$ cat src/rtl/vga_timing_pkg.sv
// Shared VGA 640x480@60 timing defaults, coordinate/sync types and the raw sync decode.
package vga_timing_pkg;

  localparam int unsigned H_VISIBLE_DEF = 640;
  localparam int unsigned H_FRONT_DEF   = 16;
  localparam int unsigned H_SYNC_DEF    = 96;
  localparam int unsigned H_BACK_DEF    = 48;
  localparam int unsigned V_VISIBLE_DEF = 480;
  localparam int unsigned V_FRONT_DEF   = 10;
  localparam int unsigned V_SYNC_DEF    = 2;
  localparam int unsigned V_BACK_DEF    = 33;
  localparam int unsigned H_TOTAL_DEF   = H_VISIBLE_DEF + H_FRONT_DEF + H_SYNC_DEF + H_BACK_DEF;
  localparam int unsigned V_TOTAL_DEF   = V_VISIBLE_DEF + V_FRONT_DEF + V_SYNC_DEF + V_BACK_DEF;

  typedef logic [9:0] coord_t;

  typedef struct packed {
    logic hs;
    logic vs;
    logic blank;
  } sync_bits_t;

  localparam sync_bits_t SYNC_IDLE = '{hs: 1'b1, vs: 1'b1, blank: 1'b0};

  function automatic sync_bits_t sync_decode(
    input coord_t x, input coord_t y,
    input coord_t hs_lo, input coord_t hs_hi,
    input coord_t vs_lo, input coord_t vs_hi,
    input coord_t x_vis, input coord_t y_vis
  );
    sync_bits_t s;
    s.hs    = !((x >= hs_lo) && (x < hs_hi));
    s.vs    = !((y >= vs_lo) && (y < vs_hi));
    s.blank = (x < x_vis) && (y < y_vis);
    return s;
  endfunction

endpackage

$ cat src/rtl/vga_timing_gen_if.sv
// Raster/sync bundle from the timing generator to the renderers.
// frame_count exists only when VGA_FRAME_CNT_EN is defined.
interface vga_timing_gen_if;
  import vga_timing_pkg::*;

  logic   pixel_clk;
  logic   hs;
  logic   vs;
  logic   blank;
  logic   sync;
  coord_t DrawX;
  coord_t DrawY;
  logic   frame_start;
  logic   line_start;
`ifdef VGA_FRAME_CNT_EN
  logic [7:0] frame_count;
`endif

  modport master (
`ifdef VGA_FRAME_CNT_EN
    output frame_count,
`endif
    output pixel_clk, hs, vs, blank, sync, DrawX, DrawY, frame_start, line_start
  );

  modport slave (
`ifdef VGA_FRAME_CNT_EN
    input frame_count,
`endif
    input pixel_clk, hs, vs, blank, sync, DrawX, DrawY, frame_start, line_start
  );

endinterface

$ cat src/rtl/vga_sync_delay.sv
// Shift line of sync bits, advanced once per pixel; reset loads the inactive pattern.
module vga_sync_delay
  import vga_timing_pkg::*;
#(
  parameter int unsigned DEPTH = 2
) (
  input  logic       vga_clk,
  input  logic       rst,
  input  logic       advance,
  input  sync_bits_t sync_in,
  output sync_bits_t sync_out
);

  sync_bits_t line_q [DEPTH];

  always_ff @(posedge vga_clk or posedge rst) begin
    if (rst) begin
      for (int unsigned i = 0; i < DEPTH; i++) line_q[i] <= SYNC_IDLE;
    end else if (advance) begin
      line_q[0] <= sync_in;
      for (int unsigned i = 1; i < DEPTH; i++) line_q[i] <= line_q[i-1];
    end
  end

  assign sync_out = line_q[DEPTH-1];

endmodule

$ cat src/rtl/vga_timing_gen.sv
// VGA raster counters, pixel clock, delayed hs/vs/blank and wrap pulses.
// Define VGA_FRAME_CNT_EN to add the 8-bit frame_count output.
module vga_timing_gen
  import vga_timing_pkg::*;
#(
  parameter int unsigned H_VISIBLE  = H_VISIBLE_DEF,
  parameter int unsigned H_FRONT    = H_FRONT_DEF,
  parameter int unsigned H_SYNC     = H_SYNC_DEF,
  parameter int unsigned H_BACK     = H_BACK_DEF,
  parameter int unsigned V_VISIBLE  = V_VISIBLE_DEF,
  parameter int unsigned V_FRONT    = V_FRONT_DEF,
  parameter int unsigned V_SYNC     = V_SYNC_DEF,
  parameter int unsigned V_BACK     = V_BACK_DEF,
  parameter int unsigned SYNC_DELAY = 2
) (
  input  logic               Clk,
  input  logic               Reset,
  vga_timing_gen_if.master   vga
);

  localparam coord_t X_LAST = coord_t'(H_VISIBLE + H_FRONT + H_SYNC + H_BACK - 1);
  localparam coord_t Y_LAST = coord_t'(V_VISIBLE + V_FRONT + V_SYNC + V_BACK - 1);
  localparam coord_t HS_LO  = coord_t'(H_VISIBLE + H_FRONT);
  localparam coord_t HS_HI  = coord_t'(H_VISIBLE + H_FRONT + H_SYNC);
  localparam coord_t VS_LO  = coord_t'(V_VISIBLE + V_FRONT);
  localparam coord_t VS_HI  = coord_t'(V_VISIBLE + V_FRONT + V_SYNC);
  localparam coord_t X_VIS  = coord_t'(H_VISIBLE);
  localparam coord_t Y_VIS  = coord_t'(V_VISIBLE);
  localparam int unsigned DL_DEPTH = (SYNC_DELAY == 0) ? 1 : SYNC_DELAY;

  logic       pix_q;
  coord_t     x_q, y_q, x_next, y_next;
  logic       line_q, frame_q;
  logic       advance, x_last, y_last;
  sync_bits_t dl_in, dl_out;

  assign advance = pix_q;
  assign x_last  = (x_q == X_LAST);
  assign y_last  = (y_q == Y_LAST);

  always_comb begin
    x_next = x_q;
    y_next = y_q;
    if (x_last) begin
      x_next = '0;
      y_next = y_last ? '0 : y_q + coord_t'(1);
    end else begin
      x_next = x_q + coord_t'(1);
    end
  end

  always_ff @(posedge Clk or posedge Reset) begin
    if (Reset) begin
      pix_q   <= 1'b0;
      x_q     <= '0;
      y_q     <= '0;
      line_q  <= 1'b0;
      frame_q <= 1'b0;
    end else begin
      pix_q   <= ~pix_q;
      line_q  <= advance && x_last;
      frame_q <= advance && x_last && y_last;
      if (advance) begin
        x_q <= x_next;
        y_q <= y_next;
      end
    end
  end

  // Zero delay registers the decode of the upcoming coordinate once; otherwise the
  // present coordinate's decode enters an N-deep line so the output lags N pixels.
  assign dl_in = (SYNC_DELAY == 0)
               ? sync_decode(x_next, y_next, HS_LO, HS_HI, VS_LO, VS_HI, X_VIS, Y_VIS)
               : sync_decode(x_q, y_q, HS_LO, HS_HI, VS_LO, VS_HI, X_VIS, Y_VIS);

  vga_sync_delay #(.DEPTH(DL_DEPTH)) u_sync_delay (
    .vga_clk  (Clk),
    .rst      (Reset),
    .advance  (advance),
    .sync_in  (dl_in),
    .sync_out (dl_out)
  );

`ifdef VGA_FRAME_CNT_EN
  logic [7:0] frame_cnt_q;

  always_ff @(posedge Clk or posedge Reset) begin
    if (Reset)                            frame_cnt_q <= '0;
    else if (advance && x_last && y_last) frame_cnt_q <= frame_cnt_q + 8'd1;
  end

  assign vga.frame_count = frame_cnt_q;
`endif

  assign vga.pixel_clk   = pix_q;
  assign vga.DrawX       = x_q;
  assign vga.DrawY       = y_q;
  assign vga.hs          = dl_out.hs;
  assign vga.vs          = dl_out.vs;
  assign vga.blank       = dl_out.blank;
  assign vga.sync        = 1'b0;
  assign vga.line_start  = line_q;
  assign vga.frame_start = frame_q;

endmodule

$ cat src/flat_wrapper.sv
// flat-port wrapper written by rule: the top's interface ports become plain ports
module vga_timing_gen_flat import vga_timing_pkg::*;
#(
  parameter int unsigned H_VISIBLE  = H_VISIBLE_DEF,
  parameter int unsigned H_FRONT    = H_FRONT_DEF,
  parameter int unsigned H_SYNC     = H_SYNC_DEF,
  parameter int unsigned H_BACK     = H_BACK_DEF,
  parameter int unsigned V_VISIBLE  = V_VISIBLE_DEF,
  parameter int unsigned V_FRONT    = V_FRONT_DEF,
  parameter int unsigned V_SYNC     = V_SYNC_DEF,
  parameter int unsigned V_BACK     = V_BACK_DEF,
  parameter int unsigned SYNC_DELAY = 2
)
  (Clk, Reset, vga_pixel_clk, vga_hs, vga_vs, vga_blank, vga_sync, vga_DrawX, vga_DrawY, vga_frame_start, vga_line_start);
  vga_timing_gen_if vga_i ();
  input  logic Clk;
  input  logic Reset;
  output wire logic [$bits(vga_i.pixel_clk)-1:0] vga_pixel_clk;
  output wire logic [$bits(vga_i.hs)-1:0] vga_hs;
  output wire logic [$bits(vga_i.vs)-1:0] vga_vs;
  output wire logic [$bits(vga_i.blank)-1:0] vga_blank;
  output wire logic [$bits(vga_i.sync)-1:0] vga_sync;
  output wire logic [$bits(vga_i.DrawX)-1:0] vga_DrawX;
  output wire logic [$bits(vga_i.DrawY)-1:0] vga_DrawY;
  output wire logic [$bits(vga_i.frame_start)-1:0] vga_frame_start;
  output wire logic [$bits(vga_i.line_start)-1:0] vga_line_start;
  assign vga_pixel_clk = vga_i.pixel_clk;
  assign vga_hs = vga_i.hs;
  assign vga_vs = vga_i.vs;
  assign vga_blank = vga_i.blank;
  assign vga_sync = vga_i.sync;
  assign vga_DrawX = vga_i.DrawX;
  assign vga_DrawY = vga_i.DrawY;
  assign vga_frame_start = vga_i.frame_start;
  assign vga_line_start = vga_i.line_start;
  vga_timing_gen #(.H_VISIBLE(H_VISIBLE), .H_FRONT(H_FRONT), .H_SYNC(H_SYNC), .H_BACK(H_BACK), .V_VISIBLE(V_VISIBLE), .V_FRONT(V_FRONT), .V_SYNC(V_SYNC), .V_BACK(V_BACK), .SYNC_DELAY(SYNC_DELAY)) u_core (.Clk(Clk), .Reset(Reset), .vga(vga_i));
endmodule
$ cat config.mk
export PLATFORM = sky130hd
export DESIGN_NAME = vga_timing_gen_flat
export DESIGN_NICKNAME = d
export VERILOG_FILES = /design/src/rtl/vga_timing_pkg.sv /design/src/rtl/vga_timing_gen_if.sv /design/src/rtl/vga_sync_delay.sv /design/src/rtl/vga_timing_gen.sv /design/src/flat_wrapper.sv
export SDC_FILE = /design/constraint.sdc
export NUM_CORES = 1
export LEC_CHECK = 0
export BUFFER_PORTS_ARGS = -buffer_cell sky130_fd_sc_hd__buf_2
export CORE_MARGIN = 4
export CORE_UTILIZATION = 55
export CTS_CLUSTER_DIAMETER = 30
export DETAILED_ROUTE_END_ITERATION = 8
export PLACE_DENSITY = 0.8
export SLEW_MARGIN = 30
export SYNTH_ARGS = -nofsm -noshare
export SYNTH_HDL_FRONTEND = slang
export SYNTH_SLANG_ARGS = --single-unit
$ cat constraint.sdc
create_clock -name Clk -period 5.1 [get_ports Clk]
set_input_delay 0.765 -clock Clk [delete_from_list [all_inputs] [get_ports Clk]]
set_output_delay 0.765 -clock Clk [all_outputs]
set_load 0.05 [all_outputs]
# Word level (Yosys, flattened, before mapping)
# Index checks and enable logic that the tools add are counted.
# W data, S select, Z words.
dict set report classes {
  addsub 2
  order_cmp 6
  eq_ne 2
  n_mux 2
  bitwise_logic 1
  reduce_logical 8
}
# cell n
set op_table {}
lappend op_table {{$add A10 B1 Y10 const B} 2}
lappend op_table {{$eq A10 B10 Y1 const B} 2}
lappend op_table {{$lt A10 B10 Y1 const B} 2}
lappend op_table {{$lt A10 B9 Y1 const B} 2}
lappend op_table {{$mux W10} 2}
lappend op_table {{$ge A10 B10 Y1 const B} 1}
lappend op_table {{$ge A10 B9 Y1 const B} 1}
lappend op_table {{$logic_and A1 B1 Y1} 5}
lappend op_table {{$logic_not A1 Y1} 2}
lappend op_table {{$reduce_and A2 Y1} 1}
lappend op_table {{$not A1 Y1} 1}
dict set report totals {
  regBits 29
  input_bits 2
  output_inout_bits 27
  wordCells 32
}

# Depth between registers and ports, before layout
# Gate-level depths: netlist of the first run.
dict set report logic_depth {
  ltp_word 3
  mapped_depth 6
  depth_no_buf 6
}

# Hierarchy
# From an unflattened synthesis of the first run, not the netlist that was laid out.
dict set report hier_totals {
  hier_cells 131
  hier_area_um2 1435.1
}
# module n_inst cells_each area_per_inst_um2 seq_area_each_um2
set by_module_without_submodules {}
lappend by_module_without_submodules {vga_timing_gen 1 114 1152.4 575.6}
lappend by_module_without_submodules {vga_sync_delay 1 17 282.8 155.1}

# Least setup slack after synthesis of the first run
# Ideal clock, no wire load.
dict set report synth_path {
  path_type {register to register}
  startpoint {reg u_core.x_q[0], in the netlist u_core.vga.DrawX[0]}
  endpoint {reg u_core.y_q[7], in the netlist u_core.vga.DrawY[7]}
  setup_time_ns 0.143
  arrival_ns 1.905
  required_time_ns 4.957
  slack_ns 3.053
  stages_incl_launch_ff 7
  path_buffers 1
  period_less_slack_ns 2.047
  cell_sequence {dfrtp_1 > ha_1 > nand3_1 > nor4_4 > buf_4 > nand4_1 > xnor2_1}
}
dict set report synth_via {
  elab_chain_cells 2
}
# item line_no
set synth_lines {}
lappend synth_lines {{start, declared} vga_timing_gen.sv:32} ;# coord_t x_q, y_q, x_next, y_next;
lappend synth_lines {{start signal, assigned} vga_timing_gen.sv:64} ;# x_q <= x_next;
lappend synth_lines {{$eq A10 B10 Y1} vga_timing_gen.sv:38} ;# assign x_last = (x_q == X_LAST);
lappend synth_lines {{$reduce_and A2 Y1 (no source line)} -}
lappend synth_lines {{end signal, assigned} vga_timing_gen.sv:65} ;# y_q <= y_next;
lappend synth_lines {{end, declared} vga_timing_gen.sv:32}
# Every way passes these cells.
# A chain may end at the register's enable or synchronous reset.

# Final worst setup path of the first run
dict set report layout_path {
  startpoint {reg u_core.pix_q, in the netlist u_core.vga.pixel_clk}
  endpoint {reg u_core.y_q[4], in the netlist u_core.vga.DrawY[4]}
}
dict set report layout_via {
  elab_chain_cells 1
}
# item line_no
set layout_lines {}
lappend layout_lines {{start, declared} vga_timing_gen.sv:31} ;# logic pix_q;
lappend layout_lines {{start signal, assigned} vga_timing_gen.sv:60} ;# pix_q <= ~pix_q;
lappend layout_lines {{$reduce_and A2 Y1 (no source line)} -}
# Every way passes these cells.

==> results of run 1 <==
-- metrics by stage --
step	cell area [µm²]	hold slack, ns	power, mW
6_report	1630	0.487	0.382
5_1_grt	1630	0.507	0.399
4_1_cts	1620	0.494	0.386
3_5_place_dp	1560	0.483	0.241
3_3_place_gp	1560	0.482	0.241
2_1_floorplan	1420	0.458	0.240
-- per-layer routing --
layer	global-route usage (%)	routed length, µm
met5	0	0
met4	6.47	35
met3	7.46	175
met2	31.9	1480
met1	21.8	1230
-- placed cells by master, fill, tap and decap left out, drive strengths merged --
cell type   n
and3b       1
inv         7
or3         2
ha          5
nor2       14
nand4b      1
o211a       1
dfstp       4
nand3       8
o21a        1
mux2i       1
nand4       8
and2        2
clkbuf      8
a21oi       4
nand2b      1
mux2        4
nor4        4
a32o        1
nand2       7
buf        28
nor3        5
conb        1
xor2        1
nor4b       1
xnor2      10
o21ai       5
and3        4
o22a        1
dfrtp      25
and4        1
-- cells in the mapped netlist (2+ instances only) --
| library cell | instances |
|---|---|
| o21ai_0 | 5 |
| dfrtp_1 | 25 |
| nand4_1 | 8 |
| dfstp_2 | 4 |
| nand2_1 | 7 |
| nor3_1 | 5 |
| nor4_1 | 3 |
| nor2_1 | 14 |
| buf_4 | 2 |
| mux2_2 | 3 |
| xnor2_1 | 10 |
| clkbuf_1 | 2 |
| and2_1 | 2 |
| and3_1 | 4 |
| a21oi_1 | 4 |
| inv_1 | 7 |
| ha_1 | 5 |
| nand3_1 | 8 |
-- sequential cells by signal (all words and copies together) (netlist names) --
register,count
u_core.vga.frame_start,1
u_core.vga.DrawX,10
u_core.u_sync_delay.sync_out,3
u_core.vga.DrawY,10
u_core.vga.pixel_clk,1
u_core.vga.line_start,1
u_core.u_sync_delay.line_q,3
-- final cells by class --
type | count | share of cell area [%]
clock buffer | 8 | 3.61
inverter | 7 | 1.61
multi-input combinational | 94 | 38.6
sequential | 29 | 44.9
tap | 30 | 2.30
timing repair buffer | 28 | 8.99
-- final timing paths --
| path | endpoint | slack, ns |
|---|---|---|
| max | u_core.vga.DrawY[4] | 2.81 |
| min | u_core.vga.DrawX[7] | 0.49 |
| max reg2reg | u_core.vga.DrawY[4] | 2.81 |
| min reg2reg | u_core.u_sync_delay.line_q[4] | 0.49 |
| max in group asynchronous | u_core.vga.DrawY[7] | 4.22 |
| min in group Clk | u_core.u_sync_delay.line_q[4] | 0.49 |
-- logic make-up (layout without fill, tap and decap cells) --
| kind of cell | after synthesis | in the layout |
|---|---|---|
| flip-flops | 29 | 29 |
| AO/OA/AOI/OAI | 13 | 13 |
| XOR/XNOR | 11 | 11 |
| adder cells (fa/ha/maj) | 5 | 5 |
| multiplexers | 5 | 5 |
| buffers and inverters | 13 | 43 |
| other | 1 | 1 |
| AND/OR/NAND/NOR | 59 | 59 |
-- power by group through the flow --
stage / logic, mW / registers (mW) / clock network [mW]
2_1_floorplan: 0.00557 / 0.234 / 0
3_3_place_gp: 0.00640 / 0.234 / 0
3_5_place_dp: 0.00667 / 0.234 / 0
4_1_cts: 0.00668 / 0.230 / 0.150
5_1_grt: 0.00757 / 0.230 / 0.161
6_report: 0.00629 / 0.230 / 0.146
==> impl_metrics.py, run 1 <==
metrics = {
    "power_and_ir_drop": {
        "p_leak_nw": 0.776,
        "p_comb_share_pct": 1.6,
        "vdd_ir_drop_max_mv": 0.208,
        "powerDensity_mw_per_mm2": 235,
        "clkPwrFrac_pct": 38.2,
        "power.internal_mw": 0.298,
        "power.switching_mw": 0.0843,
        "power_frac_seq_pct": 60.1,
        "switching_share_pct": 22.0,
    },
    "global_routing": {
        "grtUsageTotal_pct": 18.9,
        "antenna_found_initial": 0,
        "grt_pass1_wl_um": 4860,
        "grt_pass1_vias": 1049,
        "grt_max_degree": 30,
        "grt_overflow": 0,
    },
    "cts": {
        "numCtsBuffers": 5,
        "clk_latency_ns": 0.33,
        "cts_tree": "built",
        "clock_sinks": 29,
        "clk_pin_slew_worst_paths_ns": 0.09,
        "cts_buffer_depth": 2,
        "htree_levels": 2,
        "hold_buffers": 0,
        "post_cts_resized": 0,
        "cts_root_buf": "clkbuf_4",
        "postCtsSetupBuffers": 0,
    },
    "yosys": {
        "syn_area_mm2": 0.00142,
        "synth_fa_ha_area_share_pct": 4.41,
        "synth_seq_cells": 29,
        "synthCells": 136,
        "yosys.area.top_type_share_pct": 44.1,
        "async_flop_share_pct": 100,
        "avgSynthCellArea_um2": 10.4,
        "yosys_most_used_dff": "dfrtp_1",
        "synth_edf_count": 0,
        "synth-compound-area-share_pct": 5.74,
        "synth.yosys.seq_area_share_pct": 51.5,
        "synth.distinct_cells": 36,
        "synth.area.top_cells": "dfrtp_1 (44%), dfstp_2 (7.4%), xnor2_1 (6.2%)",
        "yosys_warnings": 0,
        "synth_top_family_by_area": "simple AND/OR/NAND/NOR gates",
        "synth_xor_area_share_pct": 6.80,
        "muxShareOfSynthArea_pct": 3.88,
        "synth_top_cell_by_area": "dfrtp_1",
        "synthSimpleGateAreaFrac_pct": 23.3,
        "syn_nets": 143,
    },
    "floorplan": {
        "die_h_um": 58.8,
        "die-area_mm2": 0.00345,
        "die_w_um": 58.8,
        "core_mm2": 0.00248,
        "num_rows": 18,
        "initial_core_util_pct": 57.2,
        "io-pin-count": 29,
    },
    "worst_setup_path": {
        "reg2reg_depth": 5,
        "critPathSlowestCell": "nor4_4",
        "critPathBufInv": 1,
        "r2r_start": "u_core.vga.pixel_clk",
        "max_stage_delay_ns": 0.65,
        "cp.depth": 5,
        "start_kind": "flip-flop",
        "cp.required_ns": 5.32,
        "endpoint_kind": "flip-flop",
        "worstPathMaxFanout": 14,
        "cp_cell_sequence": "nand3_1, nor4_4, buf_6, nand4_1, mux2_1",
        "worstPathArrival_ns": 2.51,
        "cpLargestDelayFamily": "simple AND/OR/NAND/NOR gates",
        "critical_path_class": "reg -> reg",
        "cp-startpoint": "u_core.vga.pixel_clk",
    },
    "job": {
        "timing.max_cap.violations": 0,
    },
    "final_layout": {
        "multi_input_area_um2": 629,
        "antenna_cells": 0,
        "nets": 172,
        "synthToLayoutAreaGrowth_pct": 14.9,
        "regArea_um2": 731,
        "final_util_pct": 65.8,
        "fill_cells": 227,
        "final_layout_size_suffix_gt1_share_pct": 26.5,
        "stdcell_count": 196,
    },
    "route": {
        "drt_iter0_drc": 31,
        "avgRoutedWirePerCell_um": 14.9,
        "wl_um": 2920,
        "ant_nets": 0,
        "via_per_inst": 5.67,
        "first_pass_iters": 5,
        "vias": 1112,
        "drc": 0,
    },
    "timing": {
        "worst_slack_ns": 2.81,
        "post-route-period-util_pct": 45.0,
        "max_slew_margin_pct": 58.8,
        "rsz0062_at_grt": "false",
        "fmax_mhz": 436,
        "hold_viol": 0,
        "skew_ns": 0.0129,
        "tightest_slew_ns": 0.614,
        "layout_min_cycle_time_ns": 2.29,
        "tns_ns": 0,
        "setup_viol": 0,
        "maxSlewViolCount": 0,
    },
    "hold_path": {
        "hold_class": "in -> async",
    },
    "place": {
        "dp_cells": 187,
        "place_ws_ns": 2.65,
        "io_buffers": 27,
        "gp_congestion": 0.862,
        "dp_hpwl_um": 2030,
    },
    "run_status": {
        "status": "finished, final reports clean",
    },
}
Note: power is estimated with default switching activity, not from simulation.
==> run 2: changes to the inputs <==
CORE_UTILIZATION = 53   (was 55)
PLACE_DENSITY = 0.77   (was 0.8)
clock period = 2.3 ns   (was 5.1 ns; I/O delays follow)
==> run 2 against run 1 <==
Effect of this change:
- maximum frequency rose by 26%
- die area rose by 3.2%
- clock power rose by 100%
- routed wire length fell by 1.2%
- register-to-register slack got worse by 2.3 ns
- sequential share of layout area fell by 0.31 points
- utilization fell by 0.73 points
- first-iteration DRC count rose by 26%
- flip-flop and latch count did not move
- count of clock-buffer cells in the layout fell by 2
- combinational power rose by 140%
==> impl_metrics.py, run 2 (synthesized netlist as in run 1, its figures left out) <==
metrics = {
    "floorplan": {
        "die_w_um": 59.7,
        "initial_core_util_pct": 56.2,
        "die-area_mm2": 0.00357,
        "io-pin-count": 29,
        "num_rows": 18,
        "die_h_um": 59.7,
        "core_mm2": 0.00252,
    },
    "route": {
        "vias": 1107,
        "first_pass_iters": 4,
        "via_per_inst": 5.56,
        "ant_nets": 0,
        "avgRoutedWirePerCell_um": 14.5,
        "wl_um": 2880,
        "drc": 0,
        "drt_iter0_drc": 39,
    },
    "place": {
        "io_buffers": 27,
        "dp_hpwl_um": 2050,
        "gp_congestion": 0.813,
        "placed_area_mm2": 0.00159,
        "place_ws_ns": 0.509,
    },
    "timing": {
        "setup_viol": 0,
        "skew_ns": 0.0118,
        "layout_min_cycle_time_ns": 1.81,
        "hold_viol": 0,
        "maxSlewViolCount": 0,
        "post-route-period-util_pct": 78.9,
        "rsz0062_at_grt": "false",
        "worst_slack_ns": 0.486,
        "tns_ns": 0,
        "fmax_mhz": 551,
    },
    "cts": {
        "numCtsBuffers": 5,
        "clock_sinks": 29,
        "clk_latency_ns": 0.33,
        "postCtsSetupBuffers": 0,
        "cts_buffer_depth": 2,
        "clk_pin_slew_worst_paths_ns": 0.10,
        "htree_levels": 2,
        "cts_root_buf": "clkbuf_4",
        "post_cts_resized": 0,
        "cts_tree": "built",
        "hold_buffers": 0,
    },
    "final_layout": {
        "layout_commonest_cell": "buf_2",
        "final_cell_mix": "buf_2 (27), dfrtp_1 (25), nor2_1 (14)",
        "fill_cells": 205,
        "antenna_cells": 0,
        "final_cell_area_mm2": 0.00164,
        "synthToLayoutAreaGrowth_pct": 15.7,
        "nets": 175,
        "final_layout_size_suffix_gt1_share_pct": 27.8,
    },
    "worst_setup_path": {
        "cp.required_ns": 2.51,
        "worstPathMaxFanout": 15,
        "worstPathArrival_ns": 2.02,
        "r2r_start": "u_core.vga.DrawX[0]",
        "critical_path_class": "reg -> reg",
        "endpoint_kind": "flip-flop",
        "reg2reg_depth": 6,
        "r2r_slack_ns": 0.49,
        "timing.rr.end": "u_core.vga.DrawY[7]",
        "start_kind": "flip-flop",
    },
    "power_and_ir_drop": {
        "p_leak_nw": 0.790,
        "vdd_ir_drop_max_mv": 0.391,
        "powerDensity_mw_per_mm2": 501,
    },
    "run_status": {
        "status": "finished, final reports clean",
    },
    "global_routing": {
        "antenna_found_initial": 0,
        "grt_pass1_wl_um": 5040,
        "grtUsageTotal_pct": 19.4,
        "grt_overflow": 0,
        "grt_pass1_vias": 1034,
        "grt_max_degree": 30,
    },
    "job": {
        "timing.max_cap.violations": 0,
    },
    "hold_path": {
        "hold_class": "in -> async",
    },
}
-- run 2: cell types whose count changed in the layout (fill, tap and decap cells not counted), sizes merged --
| cell | change |
|---|---|
| clkbuf | -2 |
| buf | +3 |
| clkinv | +2 |
-- run 2: worst max path at each step --
stage                                    from                   to  cells past startpoint
after floorplan           u_core.vga.DrawX[0]  u_core.vga.DrawY[7]                      6
after detailed placement  u_core.vga.DrawX[0]  u_core.vga.DrawY[7]                      6
after CTS                 u_core.vga.DrawX[0]  u_core.vga.DrawY[7]                      6
after global placement    u_core.vga.DrawX[0]  u_core.vga.DrawY[6]                      6
after global routing      u_core.vga.DrawX[0]  u_core.vga.DrawY[7]                      6
final                     u_core.vga.DrawX[0]  u_core.vga.DrawY[7]                      6
-- run 2: worst max-delay path, stage by stage, from the launching register on --
cell and delay (ns):
dfrtp_1 0.45, ha_1 0.22, nand3_1 0.16, nor4_4 0.34, buf_4 0.24, nand4_1 0.12
xnor2_1 0.15
-- run 2: layout make-up --
| type | count | area [µm²] | share of cell area, % |
|---|---|---|---|
| Clock inverter | 2 | 10.0 | 0.610 |
| Multi-Input combinational cell | 94 | 629 | 38.4 |
| Inverter | 7 | 26.3 | 1.60 |
| Clock buffer | 6 | 41.3 | 2.52 |
| Timing Repair Buffer | 31 | 165 | 10.1 |
| Tap cell | 30 | 37.5 | 2.29 |
| Sequential cell | 29 | 731 | 44.5 |
-- run 2: layer usage --
layer | GRT usage [%] | vias up | wire length (µm)
li1 | - | 534 | -
met1 | 25.8 | 534 | 1260
met2 | 29.5 | 33 | 1400
met3 | 6.48 | 6 | 173
met4 | 6.65 | 0 | 48
met5 | 0 | - | 0
-- run 2: power by group --
part / total [mW] / internal, mW / switching, mW
clock network: 0.296 / 0.116 / 0.180
registers: 0.510 / 0.510 / 0
logic: 0.0151 / 0.00185 / 0.0132
total: 0.821 / 0.628 / 0.193
-- run 2: stage by stage --
stage / std cells / util (%) / hold WS (ns) / total power [mW]
after global placement: 191 / 63.0 / 0.424 / 0.535
final: 199 / 65.0 / 0.0673 / 0.821
after global routing: 199 / 65.0 / 0.0858 / 0.857
after detailed placement: 191 / 63.0 / 0.433 / 0.536
after floorplan: 136 / - / 0.420 / 0.532
after CTS: 199 / 65.0 / 0.0736 / 0.829
==> run 3: changes to the inputs <==
ABC_AREA = 1   (was default)
CORE_UTILIZATION = 49   (was 53)
PLACE_DENSITY = 0.74   (was 0.77)
clock period = 1.6 ns   (was 2.3 ns; I/O delays follow)
==> run 3 against run 2 <==
Effect of this change:
- die area up 17%
- routed wire length up 25%
- largest cell class unchanged
- synthesized cell count up 47%
- clock skew down 0.0031 ns
- critical endpoint is now u_core.vga.DrawY[3]
- clock power up 57%
- worst hold slack better by 0.40 ns
- largest power group unchanged
==> impl_metrics.py, run 3 <==
metrics = {
    "yosys": {
        "synth_edf_count": 0,
        "synthCells": 200,
        "avgSynthCellArea_um2": 7.87,
        "yosys_most_used_dff": "dfrtp_1",
        "syn_nets": 207,
        "synth.area.top_cells": "dfrtp_1 (40%), nand2_1 (11%), inv_1 (7.2%)",
        "syn_area_mm2": 0.00157,
        "synth_top_cell_by_area": "dfrtp_1",
        "synth-compound-area-share_pct": 6.52,
        "synthSimpleGateAreaFrac_pct": 27.9,
        "yosysMostFrequentCell": "nand2_1",
        "ys_top_cells_by_count": "nand2_1 (46), inv_1 (30), dfrtp_1 (25), nor2_1 (21), nand3_1 (17)",
        "async_flop_share_pct": 100,
        "yosys.area.top_type_share_pct": 39.7,
        "synth.yosys.seq_area_share_pct": 46.4,
        "synth.distinct_cells": 28,
        "yosys_warnings": 0,
        "synth_top_family_by_area": "simple AND/OR/NAND/NOR gates",
        "synth_fa_ha_area_share_pct": 3.97,
        "synth_xor_area_share_pct": 5.01,
        "synth_seq_cells": 29,
        "muxShareOfSynthArea_pct": 0,
    },
    "route": {
        "wl_met1_um": 1640,
        "top_layer": "met4",
        "drc": 0,
        "avgRoutedWirePerCell_um": 12.3,
        "ant_nets": 0,
        "via_per_inst": 5.00,
        "vias": 1471,
        "route.met3.wl_um": 210,
        "first_pass_iters": 6,
        "wl_um": 3600,
        "wl_met2_um": 1680,
        "drt_iter0_drc": 87,
    },
    "cts": {
        "htree_levels": 2,
        "clk_latency_ns": 0.33,
        "cts_root_buf": "clkbuf_4",
        "clock_sinks": 29,
        "cts_buffer_depth": 2,
        "clk_pin_slew_worst_paths_ns": 0.10,
        "cts_tree": "built",
        "numCtsBuffers": 5,
    },
    "floorplan": {
        "die-area_mm2": 0.00418,
        "die_h_um": 64.7,
        "die_w_um": 64.7,
        "core_mm2": 0.00305,
        "num_rows": 20,
        "io-pin-count": 29,
        "initial_core_util_pct": 51.6,
    },
    "job": {
        "timing.max_cap.violations": 0,
    },
    "final_layout": {
        "multi_input_area_um2": 694,
        "synthToLayoutAreaGrowth_pct": 24.2,
        "final_layout_size_suffix_gt1_share_pct": 27.2,
        "regArea_um2": 734,
        "fill_cells": 280,
        "layout_commonest_cell": "nand2_1",
        "nets": 256,
        "final_util_pct": 64.0,
        "antenna_cells": 0,
        "final_cell_mix": "nand2_1 (46), inv_1 (30), buf_2 (27)",
    },
    "timing": {
        "post-route-period-util_pct": 96.5,
        "tns_ns": 0,
        "setup_viol": 0,
        "layout_min_cycle_time_ns": 1.54,
        "skew_ns": 0.00872,
        "fmax_mhz": 647,
        "hold_viol": 0,
        "maxSlewViolCount": 0,
    },
    "worst_setup_path": {
        "endpoint_kind": "flip-flop",
        "reg2reg_depth": 8,
        "start_kind": "flip-flop",
        "worstPathArrival_ns": 1.76,
        "r2r_slack_ns": 0.06,
        "cp.required_ns": 1.81,
        "worstPathMaxFanout": 4,
        "critical_path_class": "reg -> reg",
    },
    "power_and_ir_drop": {
        "power_mw": 1.22,
        "vdd_ir_drop_max_mv": 0.518,
        "p_leak_nw": 1.04,
        "powerDensity_mw_per_mm2": 625,
    },
    "place": {
        "io_buffers": 27,
        "gp_congestion": 0.911,
        "dp_hpwl_um": 2550,
    },
    "run_status": {
        "status": "finished, final reports clean",
    },
    "global_routing": {
        "antenna_found_initial": 0,
        "grt_overflow": 0,
        "grtUsageTotal_pct": 18.3,
        "grt_pass1_wl_um": 5910,
        "grt_max_degree": 30,
        "grt_pass1_vias": 1305,
    },
    "hold_path": {
        "holdPathStages": 2,
        "hold_class": "reg -> reg",
    },
}
-- run 3: cell count changes in the layout (fill, tap and decap cells not counted), moves of 4 or more --
cell | before | now
nand3_1 | 8 | 17
buf_4 | 4 | 19
and3_1 | 4 | 0
nor2_1 | 14 | 19
xor2_1 | 1 | 6
nand2_1 | 7 | 46
o21ai_1 | 0 | 4
inv_1 | 7 | 30
o21ai_0 | 5 | 9
xnor2_1 | 10 | 3
-- run 3: logic make-up (layout without fill, tap and decap cells) --
| family | Yosys count | in the layout |
|---|---|---|
| simple gates | 99 | 99 |
| compound gates | 19 | 19 |
| fa+ha+maj | 5 | 5 |
| flops | 29 | 29 |
| buf+inv | 38 | 88 |
| other cells | 1 | 1 |
| xor+xnor | 9 | 9 |
-- run 3: final cells by class --
type	count	area share [%]
multi-input combinational	133	35.5
inverter	33	6.34
sequential	29	37.6
clock buffer	8	3.01
tap	44	2.82
timing repair buffer	47	14.7
-- run 3: critical path, cell delays in order, from the launching register on --
cell,delay [ns]
dfrtp_1,0.40
inv_1,0.13
ha_1,0.22
inv_1,0.06
nor2_1,0.10
nand4_1,0.18
buf_4,0.21
nand3_1,0.06
o21ai_1,0.07
-- run 3: final timing paths --
kind | endpoint | from
min in group asynchronous | u_core.vga.DrawX[8] | Reset
max | u_core.vga.DrawY[3] | u_core.vga.DrawY[0]
max in group asynchronous | u_core.u_sync_delay.sync_out[1] | Reset
min reg2reg | u_core.u_sync_delay.sync_out[2] | u_core.u_sync_delay.sync_out[2]
max reg2reg | u_core.vga.DrawY[3] | u_core.vga.DrawY[0]
min | u_core.u_sync_delay.sync_out[2] | u_core.u_sync_delay.sync_out[2]
-- run 3: what timing repair did --
| action | in CTS | in global routing |
|---|---|---|
| setup endpoints to repair | 0 | 10 |
| hold buffers | 1 | 0 |
| setup buffers | 0 | 9 |
| hold endpoints to repair | 25 | 0 |
| gates resized for setup | 0 | 3 |
-- run 3: stage by stage --
step | setup slack, ns | cells | instance area, µm² | hold slack (ns)
3_5_place_dp | 0.0881 | 276 | 1810 | 0.329
3_3_place_gp | 0.204 | 276 | 1810 | 0.328
6_report | 0.0553 | 294 | 1950 | 0.465
4_1_cts | 0.0529 | 285 | 1880 | 0.469
2_1_floorplan | 0.00268 | 200 | 1580 | 0.315
5_1_grt | -0.0286 | 294 | 1950 | 0.488
-- run 3: power by group --
part           switching (mW)  leakage [nW]  internal [mW]  total, mW
logic                  0.0195         0.648        0.00424     0.0237
registers                   0         0.362          0.733      0.733
clock network           0.248        0.0326          0.217      0.464
-- run 3: layer usage --
layer	vias to the layer above	track usage, %
met2	46	28.6
met1	683	24.3
li1	733	-
met4	0	7.39
met5	-	0
met3	9	4.68
